<file path="src/rtl/rca_seq_ctrl.sv">
// rca_seq_ctrl: WIDTH-bit add/subtract computed one nibble per clock through a
// single 4-bit ripple-carry slice, with valid/ready handshakes on both sides.
module rca44 (
  input  logic       cin,
  input  logic [3:0] a,
  input  logic [3:0] b,
  output logic [3:0] s,
  output logic       cout
);
  logic [4:0] c;
  assign c[0] = cin;
  for (genvar g = 0; g < 4; g++) begin : g_fa
    assign s[g]   = a[g] ^ b[g] ^ c[g];
    assign c[g+1] = (a[g] & b[g]) | (c[g] & (a[g] ^ b[g]));
  end
  assign cout = c[4];
endmodule

module rca_seq_ctrl #(
  parameter int WIDTH = 16
) (
  input  logic             clk,
  input  logic             rst_n,
  input  logic             in_valid,
  output logic             in_ready,
  input  logic [WIDTH-1:0] a,
  input  logic [WIDTH-1:0] b,
  input  logic             cin,
  input  logic             sub,
  output logic             out_valid,
  input  logic             out_ready,
  output logic [WIDTH-1:0] sum,
  output logic             cout,
  output logic             ovf,
  output logic             busy
);
  localparam int NIB = WIDTH / 4;
  localparam int IW  = NIB > 1 ? $clog2(NIB) : 1;
  typedef enum logic [1:0] {IDLE, RUN, DONE} state_t;
  state_t           state_q;
  logic [IW-1:0]    idx_q;
  logic             carry_q, cout_q, ovf_q, out_valid_q, busy_q;
  logic [WIDTH-1:0] a_q, b_q, sum_q;
  logic [3:0]       s_d;
  logic             c_d, last_d;
  // b_q holds the already-inverted operand for subtraction
  rca44 u_slice (
    .cin  (carry_q),
    .a    (a_q[{idx_q, 2'b00} +: 4]),
    .b    (b_q[{idx_q, 2'b00} +: 4]),
    .s    (s_d),
    .cout (c_d)
  );
  assign last_d    = idx_q == IW'(NIB - 1);
  assign in_ready  = state_q == IDLE;
  assign out_valid = out_valid_q;
  assign sum       = sum_q;
  assign cout      = cout_q;
  assign ovf       = ovf_q;
  assign busy      = busy_q;
  always_ff @(posedge clk or negedge rst_n) begin
    if (!rst_n) begin
      state_q     <= IDLE;
      idx_q       <= '0;
      carry_q     <= 1'b0;
      a_q         <= '0;
      b_q         <= '0;
      sum_q       <= '0;
      cout_q      <= 1'b0;
      ovf_q       <= 1'b0;
      out_valid_q <= 1'b0;
      busy_q      <= 1'b0;
    end else begin
      case (state_q)
        IDLE: if (in_valid) begin
          a_q     <= a;
          b_q     <= sub ? ~b : b;
          carry_q <= cin ^ sub;
          idx_q   <= '0;
          busy_q  <= 1'b1;
          state_q <= RUN;
        end
        RUN: begin
          sum_q[{idx_q, 2'b00} +: 4] <= s_d;
          carry_q <= c_d;
          idx_q   <= last_d ? '0 : idx_q + IW'(1);
          if (last_d) begin
            cout_q      <= c_d;
            ovf_q       <= (a_q[WIDTH-1] == b_q[WIDTH-1]) && (s_d[3] != a_q[WIDTH-1]);
            out_valid_q <= 1'b1;
            state_q     <= DONE;
          end
        end
        DONE: if (out_ready) begin
          out_valid_q <= 1'b0;
          busy_q      <= 1'b0;
          state_q     <= IDLE;
        end
        default: state_q <= IDLE;
      endcase
    end
  end
endmodule
</file>
<file path="config.mk">
export PLATFORM = sky130hd
export DESIGN_NAME = rca_seq_ctrl
export DESIGN_NICKNAME = d
export VERILOG_FILES = /design/src/rtl/rca_seq_ctrl.sv
export SDC_FILE = /design/constraint.sdc
export NUM_CORES = 1
export LEC_CHECK = 0
export ABC_CLOCK_PERIOD_IN_PS = 4400
export CAP_MARGIN = 20
export CORE_ASPECT_RATIO = 0.6
export CORE_MARGIN = 10
export CORE_UTILIZATION = 40
export CTS_BUF_LIST = sky130_fd_sc_hd__clkbuf_8
export DETAILED_ROUTE_END_ITERATION = 8
export GPL_ROUTABILITY_DRIVEN = 0
export PLACE_DENSITY_LB_ADDON = 0.3
export REMOVE_ABC_BUFFERS = 1
export SLEW_MARGIN = 5
export SYNTH_ARGS = -nofsm -noshare
export SYNTH_HDL_FRONTEND = slang
export SYNTH_SLANG_ARGS = --single-unit
export TNS_END_PERCENT = 50
</file>
<file path="constraint.sdc">
create_clock -name clk -period 4.4 [get_ports clk]
set_input_delay 0.88 -clock clk [delete_from_list [all_inputs] [get_ports clk]]
set_output_delay 0.88 -clock clk [all_outputs]
set_load 0.05 [all_outputs]
</file>
==> results.sh, run 1 <==
export IMPL_ys_seq_elements=57
export IMPL_grt_max_degree=35
export IMPL_fin_crit_sh_pct=74.9
export IMPL_setup_tns_final_ps=0
export IMPL_ant_nets=0
export IMPL_coreArea_um2=6680
export IMPL_crit_chain="mux4_2, fa_1, fa_1, fa_1, fa_1, o22ai_1, mux2_2"
export IMPL_worstSetupPathType="reg -> reg"
export IMPL_cp_arrival_ps=3510
export IMPL_wirelength_mm=5.87
export IMPL_synth_cell_type_count=26
export IMPL_grtUsageMet1_pct=16.0
export IMPL_final_nets=317
export IMPL_rows=23
export IMPL_setup_viol=0
export IMPL_antenna_found_initial=0
export IMPL_synth_largest_area_cell="dfrtp_1"
export IMPL_holdBufCountCts=0
export IMPL_ys_warn_count=0
export IMPL_ys_async_sr_fraction_pct=100
export IMPL_dr_pass1_iters=4
export IMPL_final_util_pct=53.5
export IMPL_rr_worst_depth=7
export IMPL_synthTopCellsByCount="dfrtp_1, nand2_1, o21ai_0"
export IMPL_dp_hpwl_mm=4.49
export IMPL_holdPathStages=2
export IMPL_io_buffers=58
export IMPL_overflow=0
export IMPL_via_per_inst=4.91
export IMPL_htreeDepth=3
export IMPL_cellPowerDensity_nw_per_um2=796
export IMPL_fin_crit_ps=3300
export IMPL_place_inst=345
export IMPL_run_status="completed"
export IMPL_numCtsBuffers=9
export IMPL_clk_latency_ps=330
export IMPL_synth_ff_type="dfrtp_1"
export IMPL_clk_pin_slew_ps=60
export IMPL_syn_inst=208
export IMPL_n_antenna_cell=0
export IMPL_cts_resized=0
export IMPL_netlist_area_leader_share_pct=51.8
export IMPL_cp_end_kind="flop"
export IMPL_layout_cells_non_filler=360
export IMPL_max_stage_delay_ps=630
export IMPL_met2_usage_pct=15.1
export IMPL_crit_path_max_fanout=6
export IMPL_grt_usage_pct=11.5
export IMPL_hold_slack_ps=477
export IMPL_postCtsSetupRepairBufs=0
export IMPL_clock_path_buffers=2
export IMPL_cts_sinks=57
export IMPL_grt_pass1_wl_mm=9.87
export IMPL_ff2ff_setup_slack_ps=1100
export IMPL_die_area_um2=10700
export IMPL_synth_edf_count=0
export IMPL_start_util_pct=41.2
export IMPL_cp_required_ps=4610
export IMPL_hold_viol=0
export IMPL_synth_area_um2=2750
export IMPL_grt_pass1_vias=1900
export IMPL_cap_violations=0
export IMPL_wl_per_cell_um=16.3
export IMPL_die_h_um=84.3
export IMPL_cts_root_buf="clkbuf_8"
export IMPL_yosysSeqAreaShare_pct=51.8
export IMPL_fin_skew_ps=6.98
export IMPL_die_w_um=127
export IMPL_cp_start_kind="flop"
export IMPL_ios=59
export IMPL_clock_fmax_mhz=303
export IMPL_crit_top_cell="fa_1"
export IMPL_drc_errors=0
export IMPL_hold_class="reg -> reg"
export IMPL_synthTopCellsByArea="dfrtp_1, mux2_4, mux4_2, xnor2_1, a22o_1"
export IMPL_cts_tree="yes"
export IMPL_crit_slowest_cell="fa_1"
export IMPL_vdd_drop_max_v=0.000306
export IMPL_final_area_um2=3570
export IMPL_post_synth_cell_area_avg_um2=13.2
export IMPL_rsz0062_at_grt="no"
export IMPL_worst_pin_slew_ps=897
export IMPL_dpl_cell_area_um2=3390
export IMPL_slew_viol_final=0
export IMPL_vias=1767
export IMPL_grt_most_used_layer="met1"
export IMPL_drt_iter0_drc=118
export IMPL_grt_use_met3_pct=5.84
export IMPL_area_growth_pct=29.8
export IMPL_p_leak_nw=1.55
export IMPL_slew_headroom_pct=40.0
export IMPL_yosysMostFrequentCell="dfrtp_1"
export IMPL_drive_gt1_share_pct=18.7
## critical path, delay by kind of cell (launching register included)
family,cells,cell delay [ps]
compound gates,1,120
flops,1,400
fa+ha+maj,4,1880
mux,2,800
## cells in the final DEF, fill, tap and decap left out, drive strengths merged
| master | instances |
|---|---|
| mux4 | 8 |
| o21ai | 19 |
| a22o | 16 |
| fa | 4 |
| nor4b | 3 |
| o22ai | 1 |
| dfrtp | 57 |
| xnor2 | 17 |
| nand2b | 2 |
| clkdlybuf4s50 | 57 |
| o211ai | 1 |
| nand2 | 22 |
| ha | 6 |
| a21oi | 3 |
| nor2b | 1 |
| or3b | 1 |
| nand3 | 3 |
| nor2 | 2 |
| mux2 | 18 |
| buf | 5 |
| o31ai | 2 |
| inv | 5 |
| clkbuf | 12 |
| nand3b | 4 |
| clkinv | 3 |
| nor4 | 1 |
## layout make-up
type / instances / area (µm²)
fillers: 592 / 3100
clock buffers: 12 / 165
well taps: 87 / 109
multi-input cells: 134 / 1230
repair buffers: 62 / 606
clock inverters: 3 / 15.0
inverters: 5 / 18.8
flip-flops and latches: 57 / 1430
## report_power, final
group	total (mW)	switching, mW	internal [mW]
Clock	0.437	0.193	0.244
Combinational	1.50	0.827	0.670
Sequential	0.910	0.157	0.753
## layer usage
metal  vias to the layer above  part of all wire (%)
met5                         -                     0
met4                         0                  0.89
met3                         6                   7.5
met2                        53                    40
met1                       845                    52
li1                        863                     -
## flip-flops by register name (all words and copies together), names as in the netlist
signal     count
a_q           16
b_q           16
busy           1
carry_q        1
cout           1
idx_q          2
out_valid      1
ovf            1
state_q        2
sum           16
## final timing paths
kind                            startpoint       to
worst min register to register     b_q[10]  b_q[10]
worst min-delay path               b_q[10]  b_q[10]
worst max-delay path              idx_q[0]      ovf
min in group asynchronous            rst_n  a_q[13]
worst max register to register    idx_q[0]      ovf
max in group asynchronous            rst_n   a_q[4]
## cell families after synthesis
group,count (synthesis),share of synthesized area (%)
buffers and inverters,17,3.36
muxes,26,15.7
AOI/OAI and AO/OA,42,10.1
adders and majority gates,10,5.63
DFF,57,51.8
and+or+nand+nor,39,8.00
xor gates and xnor gates,17,5.41
## through the flow
stage / setup slack (ps) / total power [mW]
after detailed placement: 1100 / 2.43
after global placement: 1130 / 2.41
after floorplan: 870 / 1.94
after global routing: 957 / 3.06
after CTS: 1090 / 2.87
final: 1100 / 2.84
Power figures use the tool's default switching activity.
==> inputs of run 2 (changes only) <==
--- a/config.mk
+++ b/config.mk
@@ -5,7 +5,7 @@
 export SDC_FILE = /design/constraint.sdc
 export NUM_CORES = 1
 export LEC_CHECK = 0
-export ABC_CLOCK_PERIOD_IN_PS = 4400
+export ABC_CLOCK_PERIOD_IN_PS = 3350
 export CAP_MARGIN = 20
 export CORE_ASPECT_RATIO = 0.6
 export CORE_MARGIN = 10
==> constraint.sdc (replaced) <==
create_clock -name clk -period 3.35 [get_ports clk]
set_input_delay 0.67 -clock clk [delete_from_list [all_inputs] [get_ports clk]]
set_output_delay 0.67 -clock clk [all_outputs]
set_load 0.05 [all_outputs]
==> run 2 against run 1 <==
- design area is 0.98% higher
- clock-buffer cell count is 1 lower
- cell count increased by 0.28%
- combinational power grew 36%
- critical path type unchanged
- register-to-register slack lost 960 ps
- largest cell class unchanged
- largest power group unchanged
==> results.sh, run 2 (same netlist as run 1, synthesis figures left out) <==
export IMPL_run_status="completed"
export IMPL_crit_top_cell="fa_1"
export IMPL_ios=59
export IMPL_cp_start_kind="flop"
export IMPL_ant_nets=0
export IMPL_die_h_um=84.3
export IMPL_cts_tree="yes"
export IMPL_seq_area_um2=1430
export IMPL_crit_path_max_fanout=3
export IMPL_die_area_um2=10700
export IMPL_fill_cells=582
export IMPL_hold_viol=0
export IMPL_rows=23
export IMPL_grt_pass1_wl_mm=10.4
export IMPL_p_sw_share_pct=40.7
export IMPL_drive_gt1_share_pct=18.6
export IMPL_cp_required_ps=3580
export IMPL_layout_common_cells="dfrtp_1, clkdlybuf4s50_1, nand2_1"
export IMPL_hold_class="reg -> reg"
export IMPL_setup_viol=0
export IMPL_area_growth_pct=31.1
export IMPL_slew_viol_final=0
export IMPL_max_stage_delay_ps=530
export IMPL_final_util_pct=54.1
export IMPL_path_buf_inv=0
export IMPL_dp_hpwl_mm=4.46
export IMPL_cts_sinks=57
export IMPL_crit_chain="mux4_2, fa_1, fa_1, fa_1, fa_1, nand2b_1, o22ai_1, mux2_2"
export IMPL_power_switching_mw=1.57
export IMPL_antenna_found_initial=0
export IMPL_die_w_um=127
export IMPL_cap_violations=0
export IMPL_cellPowerDensity_nw_per_um2=1070
export IMPL_worst_pin_slew_ps=892
export IMPL_fin_skew_ps=5.51
export IMPL_fin_crit_sh_pct=95.8
export IMPL_slew_headroom_pct=40.3
export IMPL_p_int_mw=2.29
export IMPL_overflow=0
export IMPL_postCtsSetupRepairBufs=0
export IMPL_grt_usage_pct=12.1
export IMPL_wl_per_cell_um=16.6
export IMPL_vdd_drop_max_v=0.000431
export IMPL_fin_crit_ps=3210
export IMPL_n_antenna_cell=0
export IMPL_clk_latency_ps=340
export IMPL_clk_pin_slew_ps=60
export IMPL_start_util_pct=41.2
export IMPL_numCtsBuffers=9
export IMPL_multi_input_area_um2=1230
export IMPL_cp_arrival_ps=3430
export IMPL_worstSetupPathType="reg -> reg"
export IMPL_vias=1799
export IMPL_grt_max_degree=58
export IMPL_drt_iter0_drc=102
export IMPL_cp_end_kind="flop"
export IMPL_htreeDepth=3
export IMPL_layout_cells_non_filler=361
export IMPL_critical_path_top_delay_family="adder cells"
export IMPL_p_leak_nw=1.57
export IMPL_clock_fmax_mhz=312
export IMPL_grt_pass1_vias=1997
export IMPL_combPwrFrac_pct=52.9
export IMPL_place_inst=346
export IMPL_cts_resized=0
export IMPL_rsz0062_at_grt="no"
export IMPL_drc_errors=0
export IMPL_power_mw=3.87
export IMPL_final_nets=318
export IMPL_clkPwrFrac_pct=16.3
export IMPL_dr_pass1_iters=5
export IMPL_cts_root_buf="clkbuf_8"
export IMPL_coreArea_um2=6680
export IMPL_wirelength_mm=5.98
export IMPL_io_buffers=58
export IMPL_via_per_inst=4.98
export IMPL_clock_path_buffers=2
export IMPL_seqPwrFrac_pct=30.8
export IMPL_holdBufCountCts=0
export IMPL_crit_slowest_cell="mux4_2"
==> run 2: worst reg2reg max path: cells and delay by family (launching register included) <==
| family | cells | cell delay [ps] |
|---|---|---|
| simple gates | 1 | 90 |
| mux | 2 | 790 |
| flops | 1 | 400 |
| fa+ha+maj | 4 | 1750 |
| compound gates | 1 | 70 |
==> run 2: power groups by stage <==
stage,Combinational (mW),Clock [mW],Sequential [mW]
after floorplan,1.11,0,1.44
after global placement,2.02,0,1.19
after detailed placement,2.07,0,1.20
after CTS,2.08,0.649,1.19
after global routing,2.24,0.681,1.24
final,2.04,0.632,1.19
==> run 2: worst paths after layout <==
| check | slack (ps) | cells after the start | to | from |
|---|---|---|---|---|
| setup / recovery | 140 | 8 | ovf | idx_q[0] |
| hold / removal | 470 | 2 | b_q[4] | b_q[4] |
| setup reg to reg | 140 | 8 | ovf | idx_q[0] |
| hold reg to reg | 470 | 2 | b_q[4] | b_q[4] |
| max in group asynchronous | 2410 | 2 | b_q[2] | rst_n |
| min in group asynchronous | 480 | 2 | sum[9] | rst_n |
==> run 2: layout make-up <==
class | count | area share, %
Tap cell | 87 | 3.02
Timing Repair Buffer | 63 | 17.3
Clock buffer | 11 | 4.19
Sequential cell | 57 | 39.5
Multi-Input combinational cell | 134 | 34.2
Inverter | 5 | 0.520
Clock inverter | 4 | 1.21
==> run 2: stage by stage <==
| step | setup WS [ps] | hold slack, ps | TNS (ps) | cell area (µm²) |
|---|---|---|---|---|
| after CTS | 110 | 482 | 0 | 3610 |
| after global placement | 187 | 460 | 0 | 3390 |
| after detailed placement | 134 | 468 | 0 | 3410 |
| after global routing | 6.83 | 513 | 0 | 3610 |
| final | 141 | 474 | 0 | 3610 |
| after floorplan | -180 | 374 | -180 | 2680 |
==> run 2: per-layer routing <==
layer	track usage (%)	part of all wire, %	vias to the layer above
met3	5.27	5.9	4
met4	5.25	0.65	0
li1	-	-	870
met2	17.0	43	60
met1	15.7	50	865
met5	0	0	-
==> inputs of run 3 (changes only) <==
--- a/config.mk
+++ b/config.mk
@@ -8,9 +8,9 @@
 export ABC_CLOCK_PERIOD_IN_PS = 3350
 export CAP_MARGIN = 20
 export CORE_ASPECT_RATIO = 0.6
-export CORE_MARGIN = 10
-export CORE_UTILIZATION = 40
-export CTS_BUF_LIST = sky130_fd_sc_hd__clkbuf_8
+export CORE_MARGIN = 1
+export CORE_UTILIZATION = 50
+export CTS_BUF_LIST = sky130_fd_sc_hd__clkbuf_4
 export DETAILED_ROUTE_END_ITERATION = 8
 export GPL_ROUTABILITY_DRIVEN = 0
 export PLACE_DENSITY_LB_ADDON = 0.3
==> run 3 against run 2 <==
- core utilization rose by 14 points
- sequential cell count unchanged
- critical endpoint unchanged
- die area down 46%
- worst hold slack lost 190 ps
- largest cell class unchanged
- the run now ends with design-rule violations left
- sequential share of layout area up 1.2 points
- via count increased by 1.6%
- non-clock buffer count did not move
- clock power decreased by 29%
- clock-buffer cell count down 2
- global-route usage rose by 8.7 points
==> results.sh, run 3 (same netlist as run 1, synthesis figures left out) <==
export IMPL_run_status="finished, violations left"
export IMPL_violations="design-rule violations"
export IMPL_htreeDepth=3
export IMPL_crit_chain="mux4_2, fa_1, fa_1, fa_1, fa_1, nand2b_1, o22ai_1, mux2_2"
export IMPL_final_area_um2=3510
export IMPL_final_nets=318
export IMPL_wirelength_mm=5.27
export IMPL_worst_pin_slew_ps=862
export IMPL_slew_viol_final=0
export IMPL_ios=59
export IMPL_die_area_um2=5820
export IMPL_worstSetupPathType="reg -> reg"
export IMPL_clk_pin_slew_ps=90
export IMPL_slew_headroom_pct=42.4
export IMPL_dr_pass1_iters=6
export IMPL_drt_iter0_drc=70
export IMPL_fin_crit_ps=3210
export IMPL_worstSetupStartpoint="idx_q[0]"
export IMPL_clock_path_buffers=2
export IMPL_numCtsBuffers=9
export IMPL_cp_start_kind="flop"
export IMPL_cellPowerDensity_nw_per_um2=1040
export IMPL_rr_startpoint="idx_q[0]"
export IMPL_clock_fmax_mhz=311
export IMPL_vdd_drop_max_v=0.000404
export IMPL_setup_viol=0
export IMPL_place_inst=324
export IMPL_rows=20
export IMPL_coreArea_um2=5180
export IMPL_area_growth_pct=27.4
export IMPL_hold_class="in -> async"
export IMPL_dp_hpwl_mm=3.97
export IMPL_rsz0062_at_grt="no"
export IMPL_cp_arrival_ps=3490
export IMPL_antenna_found_initial=0
export IMPL_cts_sinks=57
export IMPL_fin_skew_ps=11.0
export IMPL_crit_path_max_fanout=4
export IMPL_die_h_um=59.5
export IMPL_hold_viol=0
export IMPL_cap_violations=0
export IMPL_max_stage_delay_ps=540
export IMPL_cts_root_buf="clkbuf_4"
export IMPL_crit_slowest_cell="mux4_2"
export IMPL_grt_pass1_wl_mm=8.87
export IMPL_start_util_pct=53.2
export IMPL_clk_latency_ps=390
export IMPL_layout_commonest_cell="clkdlybuf4s50_1"
export IMPL_crit_top_cell="fa_1"
export IMPL_overflow=0
export IMPL_drc_errors=8
export IMPL_io_buffers=58
export IMPL_layout_cells_non_filler=340
export IMPL_ant_nets=0
export IMPL_cp_required_ps=3630
export IMPL_wl_per_cell_um=15.5
export IMPL_drive_gt1_share_pct=17.9
export IMPL_die_w_um=97.8
export IMPL_holdBufCountCts=0
export IMPL_via_per_inst=5.37
export IMPL_n_antenna_cell=0
export IMPL_vias=1827
export IMPL_cts_tree="yes"
export IMPL_fin_crit_sh_pct=95.8
export IMPL_grt_max_degree=54
export IMPL_cp_end_kind="flop"
export IMPL_layout_common_cells="clkdlybuf4s50_1, dfrtp_1, nand2_1"
export IMPL_setup_tns_final_ps=0
export IMPL_dpl_cell_area_um2=3370
export IMPL_p_leak_nw=1.53
export IMPL_grt_usage_pct=20.8
export IMPL_grt_pass1_vias=1827
[run 3: cell type report]
class,instances,area [µm²]
fill,383,1670
sequential,57,1430
multi-input combinational,134,1230
timing repair buffer,63,626
tap,66,82.6
clock buffer,9,67.6
clock inverter,6,50.0
inverter,5,18.8
[run 3: per-stage QoR]
stage | power [mW] | utilization, % | setup WS (ps) | hold WS (ps)
after floorplan | 2.55 | - | -180 | 374
after global placement | 3.17 | 65.0 | 139 | 462
after detailed placement | 3.23 | 65.0 | 90.6 | 470
after CTS | 3.68 | 67.3 | 75.2 | 287
after global routing | 3.91 | 67.7 | 30.7 | 311
final | 3.66 | 67.7 | 139 | 289
[run 3: layer usage]
layer	GRT usage (%)	part of all wire (%)	vias to the layer above
met5	0	0	-
met4	5.41	0.32	0
met3	9.08	6.1	4
met2	29.8	43	57
met1	29.1	50	898
li1	-	-	868
[run 3: worst max-delay path, delay by kind of cell, from the launching register on]
family                     cells  cell delay, ps
adders and majority gates      4            1720
muxes                          2             800
DFF                            1             420
and+or+nand+nor                1              90
AOI/OAI and AO/OA              1              70
[run 3: worst paths after layout]
path / end / slack (ps) / cells past startpoint
min: a_q[10] / 290 / 1
max in group asynchronous: idx_q[0] / 2260 / 2
max reg2reg: ovf / 140 / 8
min in group clk: b_q[6] / 480 / 2
min reg2reg: b_q[6] / 480 / 2
max: ovf / 140 / 8
[run 3: where the power goes]
part / switching (mW) / total [mW] / internal [mW]
clock network: 0.233 / 0.446 / 0.213
logic: 1.08 / 2.01 / 0.928
registers: 0.221 / 1.21 / 0.988
[run 3: repair_timing]
action | 4_1_cts | 5_1_grt
gates resized for setup | 0 | 1
endpoints found under the setup margin | 0 | 1
setup buffers | 0 | 0
endpoints found under the hold margin | 0 | 0
